`config.mk`:
```
export PLATFORM = sky130hd
export DESIGN_NAME = ov5640_dvp_capture
export DESIGN_NICKNAME = d
export VERILOG_FILES = /design/src/rtl/ov5640_dvp_capture.sv
export SDC_FILE = /design/constraint.sdc
export NUM_CORES = 1
export LEC_CHECK = 0
export ABC_AREA = 1
export BUFFER_PORTS_ARGS = -buffer_cell sky130_fd_sc_hd__buf_4
export CAP_MARGIN = 20
export CORE_UTILIZATION = 30
export CTS_CLUSTER_SIZE = 24
export DETAILED_ROUTE_END_ITERATION = 7
export PLACE_DENSITY = 0.44
export SYNTH_ARGS = -nofsm -noshare
export SYNTH_HDL_FRONTEND = slang
export SYNTH_SLANG_ARGS = --single-unit
```
`constraint.sdc`:
```
create_clock -name clk -period 2.7 [get_ports clk]
set_input_delay 0.135 -clock clk [delete_from_list [all_inputs] [get_ports clk]]
set_output_delay 0.135 -clock clk [all_outputs]
set_load 0.02 [all_outputs]
```
`src/rtl/ov5640_dvp_capture.sv`:
```
// OV5640 DVP capture: registers vsync/href/data on pclk, packs byte pairs into RGB565 words and checks frame geometry.
// Latency: 3 clk from the second byte of a pair at the pins to the write strobe; frame_done 2 clk after vsync rises at the pins.
// Backpressure: none (the sensor cannot be stalled); the downstream FIFO must absorb one word every two pclk cycles.
//
// Ports:
//   clk, rest_n                     pixel clock, asynchronous active-low reset
//   enable                          capture enable (level); dropping it aborts the frame, raising it re-arms frame skipping
//   ov5640_vsync/href/data          raw sensor DVP bus
//   write, write_data               one-cycle strobe with packed 16-bit word
//   addr_clean                      level request to reset the FIFO/frame address (high whenever no frame is active)
//   frame_done, frame_cnt           end-of-frame pulse and wrapping count of captured frames
//   geom_err                        sticky line/frame length or odd-byte error
module ov5640_dvp_capture #(
    parameter int H_ACTIVE    = 640,
    parameter int V_ACTIVE    = 480,
    parameter int SKIP_FRAMES = 10,
    parameter bit VSYNC_POL   = 1'b1,
    parameter bit HI_FIRST    = 1'b1
) (
    input  logic        clk,
    input  logic        rest_n,
    input  logic        enable,
    input  logic        ov5640_vsync,
    input  logic        ov5640_href,
    input  logic [7:0]  ov5640_data,
    output logic        write,
    output logic [15:0] write_data,
    output logic        addr_clean,
    output logic        frame_done,
    output logic [7:0]  frame_cnt,
    output logic        geom_err
);

    localparam logic [10:0] LP_H    = 11'(H_ACTIVE);
    localparam logic [9:0]  LP_V    = 10'(V_ACTIVE);
    localparam logic [7:0]  LP_SKIP = 8'(SKIP_FRAMES);

    typedef enum logic [1:0] {
        ST_SKIP = 2'd0,
        ST_WAIT = 2'd1,
        ST_CAPT = 2'd2,
        ST_END  = 2'd3
    } state_t;

    state_t      r_state;
    logic        r_vs;
    logic        r_vs_d;
    logic        r_href;
    logic [7:0]  r_data;
    logic        r_en_d;
    logic [7:0]  r_skip_cnt;
    logic        r_phase;
    logic        r_in_line;
    logic [7:0]  r_byte0;
    logic [15:0] r_word;
    logic        r_word_vld;
    logic [10:0] r_pix_cnt;
    logic [9:0]  r_line_cnt;

    logic w_vs_rise;
    logic w_vs_fall;
    logic w_en_rise;
    logic w_pack;
    logic w_line_end;

    assign w_vs_rise  = r_vs & ~r_vs_d;
    assign w_vs_fall  = ~r_vs & r_vs_d;
    assign w_en_rise  = enable & ~r_en_d;
    // Bytes are only accepted inside an active frame (vs inactive) while capturing.
    assign w_pack     = (r_state == ST_CAPT) & r_href & ~r_vs;
    // A line closes when href drops, or when vsync goes active under a still-high href.
    assign w_line_end = (r_state == ST_CAPT) & r_in_line & (~r_href | r_vs);

    always_ff @(posedge clk or negedge rest_n) begin
        if (!rest_n) begin
            r_state    <= ST_SKIP;
            r_vs       <= 1'b0;
            r_vs_d     <= 1'b0;
            r_href     <= 1'b0;
            r_data     <= 8'd0;
            r_en_d     <= 1'b0;
            r_skip_cnt <= 8'd0;
            r_phase    <= 1'b0;
            r_in_line  <= 1'b0;
            r_byte0    <= 8'd0;
            r_word     <= 16'd0;
            r_word_vld <= 1'b0;
            r_pix_cnt  <= 11'd0;
            r_line_cnt <= 10'd0;
            write      <= 1'b0;
            write_data <= 16'd0;
            addr_clean <= 1'b1;
            frame_done <= 1'b0;
            frame_cnt  <= 8'd0;
            geom_err   <= 1'b0;
        end else begin
            r_vs       <= ov5640_vsync ^ ~VSYNC_POL;
            r_vs_d     <= r_vs;
            r_href     <= ov5640_href;
            r_data     <= ov5640_data;
            r_en_d     <= enable;
            r_word_vld <= 1'b0;
            frame_done <= 1'b0;

            // Output stage: a word packed while capturing is only released if capture is still live.
            write <= r_word_vld & (r_state == ST_CAPT) & enable;
            if (r_word_vld && (r_state == ST_CAPT) && enable) begin
                write_data <= r_word;
            end

            if (!enable) begin
                r_state    <= ST_WAIT;
                addr_clean <= 1'b1;
                r_phase    <= 1'b0;
                r_in_line  <= 1'b0;
            end else if (w_en_rise) begin
                r_state    <= ST_SKIP;
                r_skip_cnt <= 8'd0;
                addr_clean <= 1'b1;
                r_phase    <= 1'b0;
                r_in_line  <= 1'b0;
            end else begin
                case (r_state)
                    ST_SKIP: begin
                        addr_clean <= 1'b1;
                        if (r_skip_cnt == LP_SKIP) begin
                            r_state <= ST_WAIT;
                        end else if (w_vs_fall) begin
                            r_skip_cnt <= r_skip_cnt + 8'd1;
                        end
                    end
                    ST_WAIT: begin
                        addr_clean <= 1'b1;
                        // Only a vsync fall guarantees we start at the top of a frame.
                        if (w_vs_fall) begin
                            r_state    <= ST_CAPT;
                            addr_clean <= 1'b0;
                            r_line_cnt <= 10'd0;
                            r_pix_cnt  <= 11'd0;
                            r_phase    <= 1'b0;
                            r_in_line  <= 1'b0;
                        end
                    end
                    ST_CAPT: begin
                        addr_clean <= r_vs;
                        if (w_pack) begin
                            r_in_line <= 1'b1;
                            if (!r_phase) begin
                                r_byte0 <= r_data;
                                r_phase <= 1'b1;
                            end else begin
                                r_phase    <= 1'b0;
                                r_word     <= HI_FIRST ? {r_byte0, r_data} : {r_data, r_byte0};
                                r_word_vld <= 1'b1;
                                if (r_pix_cnt != 11'h7FF) begin
                                    r_pix_cnt <= r_pix_cnt + 11'd1;
                                end
                            end
                        end else if (w_line_end) begin
                            // A pending half word is simply dropped.
                            r_in_line <= 1'b0;
                            r_phase   <= 1'b0;
                            r_pix_cnt <= 11'd0;
                            if (r_phase || (r_pix_cnt != LP_H)) begin
                                geom_err <= 1'b1;
                            end
                            if (r_line_cnt != 10'h3FF) begin
                                r_line_cnt <= r_line_cnt + 10'd1;
                            end
                        end else begin
                            r_phase <= 1'b0;
                        end
                        if (w_vs_rise) begin
                            r_state    <= ST_END;
                            frame_done <= 1'b1;
                            frame_cnt  <= frame_cnt + 8'd1;
                            addr_clean <= 1'b1;
                        end
                    end
                    ST_END: begin
                        // Line count was finalised on the vs_rise cycle.
                        addr_clean <= 1'b1;
                        if (r_line_cnt != LP_V) begin
                            geom_err <= 1'b1;
                        end
                        r_state    <= ST_CAPT;
                        r_line_cnt <= 10'd0;
                        r_pix_cnt  <= 11'd0;
                    end
                    default: r_state <= ST_SKIP;
                endcase
            end
        end
    end

endmodule
```
==> results.cfg <==
[timing]
worstMarginPinSlew_ns = 0.732
slew_viol_final = 0
fin_crit_sh = 0.728
min_period_ns = 1.97
rsz0062_at_grt = false
finalHoldViolCount = 0
timing.final.ws_setup_ns = 0.734
final-setup-viol-count = 0
setup_tns_ns = 0
fin_skew_ns = 0.00981
fmaxAchievable_ghz = 0.509
slew_headroom = 0.512

[setup_path]
crit_chain = inv_1 -> ha_1 -> nand2_2 -> nor2_4 -> inv_2 -> nor2_4 -> nand2_2 -> clkinv_1 -> nand2_1 -> nand2_1
crit_path_start_kind = flop
critical_path.startpoint = r_state[0]$_DFFE_PN0P_
worst_setup_path_end_kind = flop
timing.rr.end = r_word[10]$_DFFE_PN0P_
critical_path_class = flop to flop
critPathMaxStageDelay_ns = 0.40
timing.rr.start = r_state[0]$_DFFE_PN0P_
crit_fanout = 25
arrival_ns = 2.21
critPathSlowestCell = dfrtp_1
worstPathRequired_ns = 2.94
r2r_slack_ns = 0.73
ff2ff_path_depth = 10

[place]
post-dp-hpwl_mm = 7.27
io_buffer_count = 40
place_congestion = 0.779
place_ws_ns = 0.744

[logic_synthesis]
yosysUniqueCellTypes = 34
avgSynthCellArea_sq_um = 8.60
ys_warn_count = 0
ys_ff_latch = 98
yosysSeqAreaShare = 0.501
yosysTopAreaCellShare = 0.495
syn_nets = 596
synth_top_area_cell = dfrtp_1
syn_inst = 570
netlist_area_sq_mm = 0.00490
synth_area_leaders = dfrtp_1 (50%), nand2_1 (15%), o21ai_2 (5.0%)

[power]
swShare = 0.295
clkPwrFrac = 0.372
power_frac_seq = 0.487
ir_drop_mv = 0.296
switchingPower_w = 0.000993
powerDensity_mw_per_mm2 = 581
p_int_w = 0.00238
combPwrFrac = 0.141
power_w = 0.00337
p_leak_nw = 2.86

[route]
dr.pass1.iters = 4
drt-total-wl_mm = 10.2
first_iter_violations = 205
wire_per_inst_um = 12.0
ant_nets = 0
num_vias = 3722
avgViaCountPerCell = 4.39
drc = 0

[die]
coreArea_sq_mm = 0.0159
die_area_sq_mm = 0.0169
die-height_um = 130
pin_count = 41
initial_core_util = 0.307
die_w_um = 130
row_count = 46

[clock_network]
cts_root_buf = clkbuf_16
htree_levels = 3
post_cts_resized = 0
cts_tree = done
clock_path_buffers = 2
cts.sinks = 98
post_cts_buffers = 0
ctsHoldBuffers = 12
insertion_delay_ns = 0.35
cts_buffers = 9
clk_pin_slew_worst_paths_ns = 0.08

[global_routing]
grt_usage = 0.134
grt_use_met3 = 0.0234
antenna_found_initial = 0
grtUsageMet2 = 0.215
grt_pass1_wl_mm = 17.5
grt.busiest_layer = met2
overflow = 0
grt_pass1_vias = 3673
grtUsageMet1 = 0.172
grt_start_max_net_pins = 59

[run_status]
status = finished clean

[job]
drv_cap = 0

[cells_and_area]
layout_common_cells = nand2_1 (201), dfrtp_1 (97), inv_1 (55)
drive_above_1_share = 0.210
final_common_cell = nand2_1
final_nets = 653
antenna_cells = 0
utilization = 0.364
syn_to_final_growth_pct = 18.4

[min_path]
hp-class = input port to asynchronous set/reset pin
layer usage:
layer | part of all wire | wire (um) | vias up
li1 | - | - | 1912
met5 | 0 | 0 | -
met3 | 0.023 | 234 | 15
met4 | 0.027 | 276 | 0
met1 | 0.49 | 4960 | 1744
met2 | 0.46 | 4680 | 51
how the worst max path moves through the flow:
stage	cells after the start	slack [ns]	end
2_1_floorplan	12	1.05	r_line_cnt[8]$_DFFE_PN0P_
3_3_place_gp	10	0.78	r_word[12]$_DFFE_PN0P_
3_5_place_dp	10	0.74	r_word[13]$_DFFE_PN0P_
4_1_cts	10	0.73	r_word[10]$_DFFE_PN0P_
5_1_grt	10	0.53	r_word[8]$_DFFE_PN0P_
6_report	10	0.73	r_word[10]$_DFFE_PN0P_
Yosys cell counts:
| cell | count |
|---|---|
| nand2_1 | 201 |
| dfrtp_1 | 97 |
| inv_1 | 55 |
| nand3_1 | 40 |
| o21ai_2 | 28 |
| nor2_1 | 23 |
| ha_1 | 13 |
| nand2_2 | 13 |
| o21ai_1 | 11 |
| nand4_1 | 8 |
| nor2_2 | 8 |
| buf_6 | 7 |
| nor3_1 | 7 |
| o21ai_0 | 7 |
| xor2_1 | 7 |
| a21oi_1 | 6 |
| inv_2 | 5 |
| nor2_4 | 4 |
| buf_2 | 3 |
| nand3b_1 | 3 |
| or2_2 | 3 |
| xnor2_1 | 3 |
| clkinv_1 | 2 |
| nand2_4 | 2 |
| nand3_2 | 2 |
| nand3_4 | 2 |
| nor3_2 | 2 |
| o21bai_1 | 2 |
| a31oi_1 | 1 |
| buf_12 | 1 |
| clkbuf_1 | 1 |
| dfstp_2 | 1 |
| nand4_2 | 1 |
| o211ai_1 | 1 |
cell families (layout without fill, tap and decap cells):
family	Yosys count	count (layout)	share of synthesized area
AND/OR/NAND/NOR	319	319	0.297
adder cells (fa/ha/maj)	13	13	0.0332
XOR/XNOR	10	10	0.0179
flip-flops	98	98	0.501
AO/OA/AOI/OAI	56	56	0.0804
buffers and inverters	74	136	0.0715
through the flow:
stage	instance area, sq um	std cells	hold slack [ns]
2_1_floorplan	4900	570	-0.161
4_1_cts	5800	848	0.412
3_3_place_gp	5400	820	0.244
6_report	5800	848	0.373
3_5_place_dp	5400	820	0.245
5_1_grt	5800	848	0.419
area by class of cell:
type / count / area (sq um)
repair buffers: 58 / 465
clock buffers: 9 / 225
clock inverters: 7 / 57.6
flip-flops and latches: 98 / 2450
inverters: 62 / 233
fillers: 1675 / 10100
multi-input cells: 398 / 2100
well taps: 216 / 270
flip-flops by register name, indices dropped and copies added (netlist names), 2 cells and up:
signal	cells
frame_cnt	8
r_state	2
r_pix_cnt	11
write_data	16
r_line_cnt	10
r_data	8
r_skip_cnt	8
r_word	16
r_byte0	8
critical path: cells and delay by family, from the launching register on:
kind                       cells  cell delay, ns
and+or+nand+nor                6            0.69
buffers and inverters          3            0.53
adders and majority gates      1            0.24
DFF                            1            0.40
power by group through the flow:
stage / Sequential (W) / Clock (W) / Combinational, W
after floorplan: 0.00167 / 0 / 0.000320
after global placement: 0.00167 / 0 / 0.000465
after detailed placement: 0.00167 / 0 / 0.000470
after CTS: 0.00164 / 0.00131 / 0.000486
after global routing: 0.00165 / 0.00136 / 0.000549
final: 0.00164 / 0.00125 / 0.000475
Power figures use the tool's default switching activity.
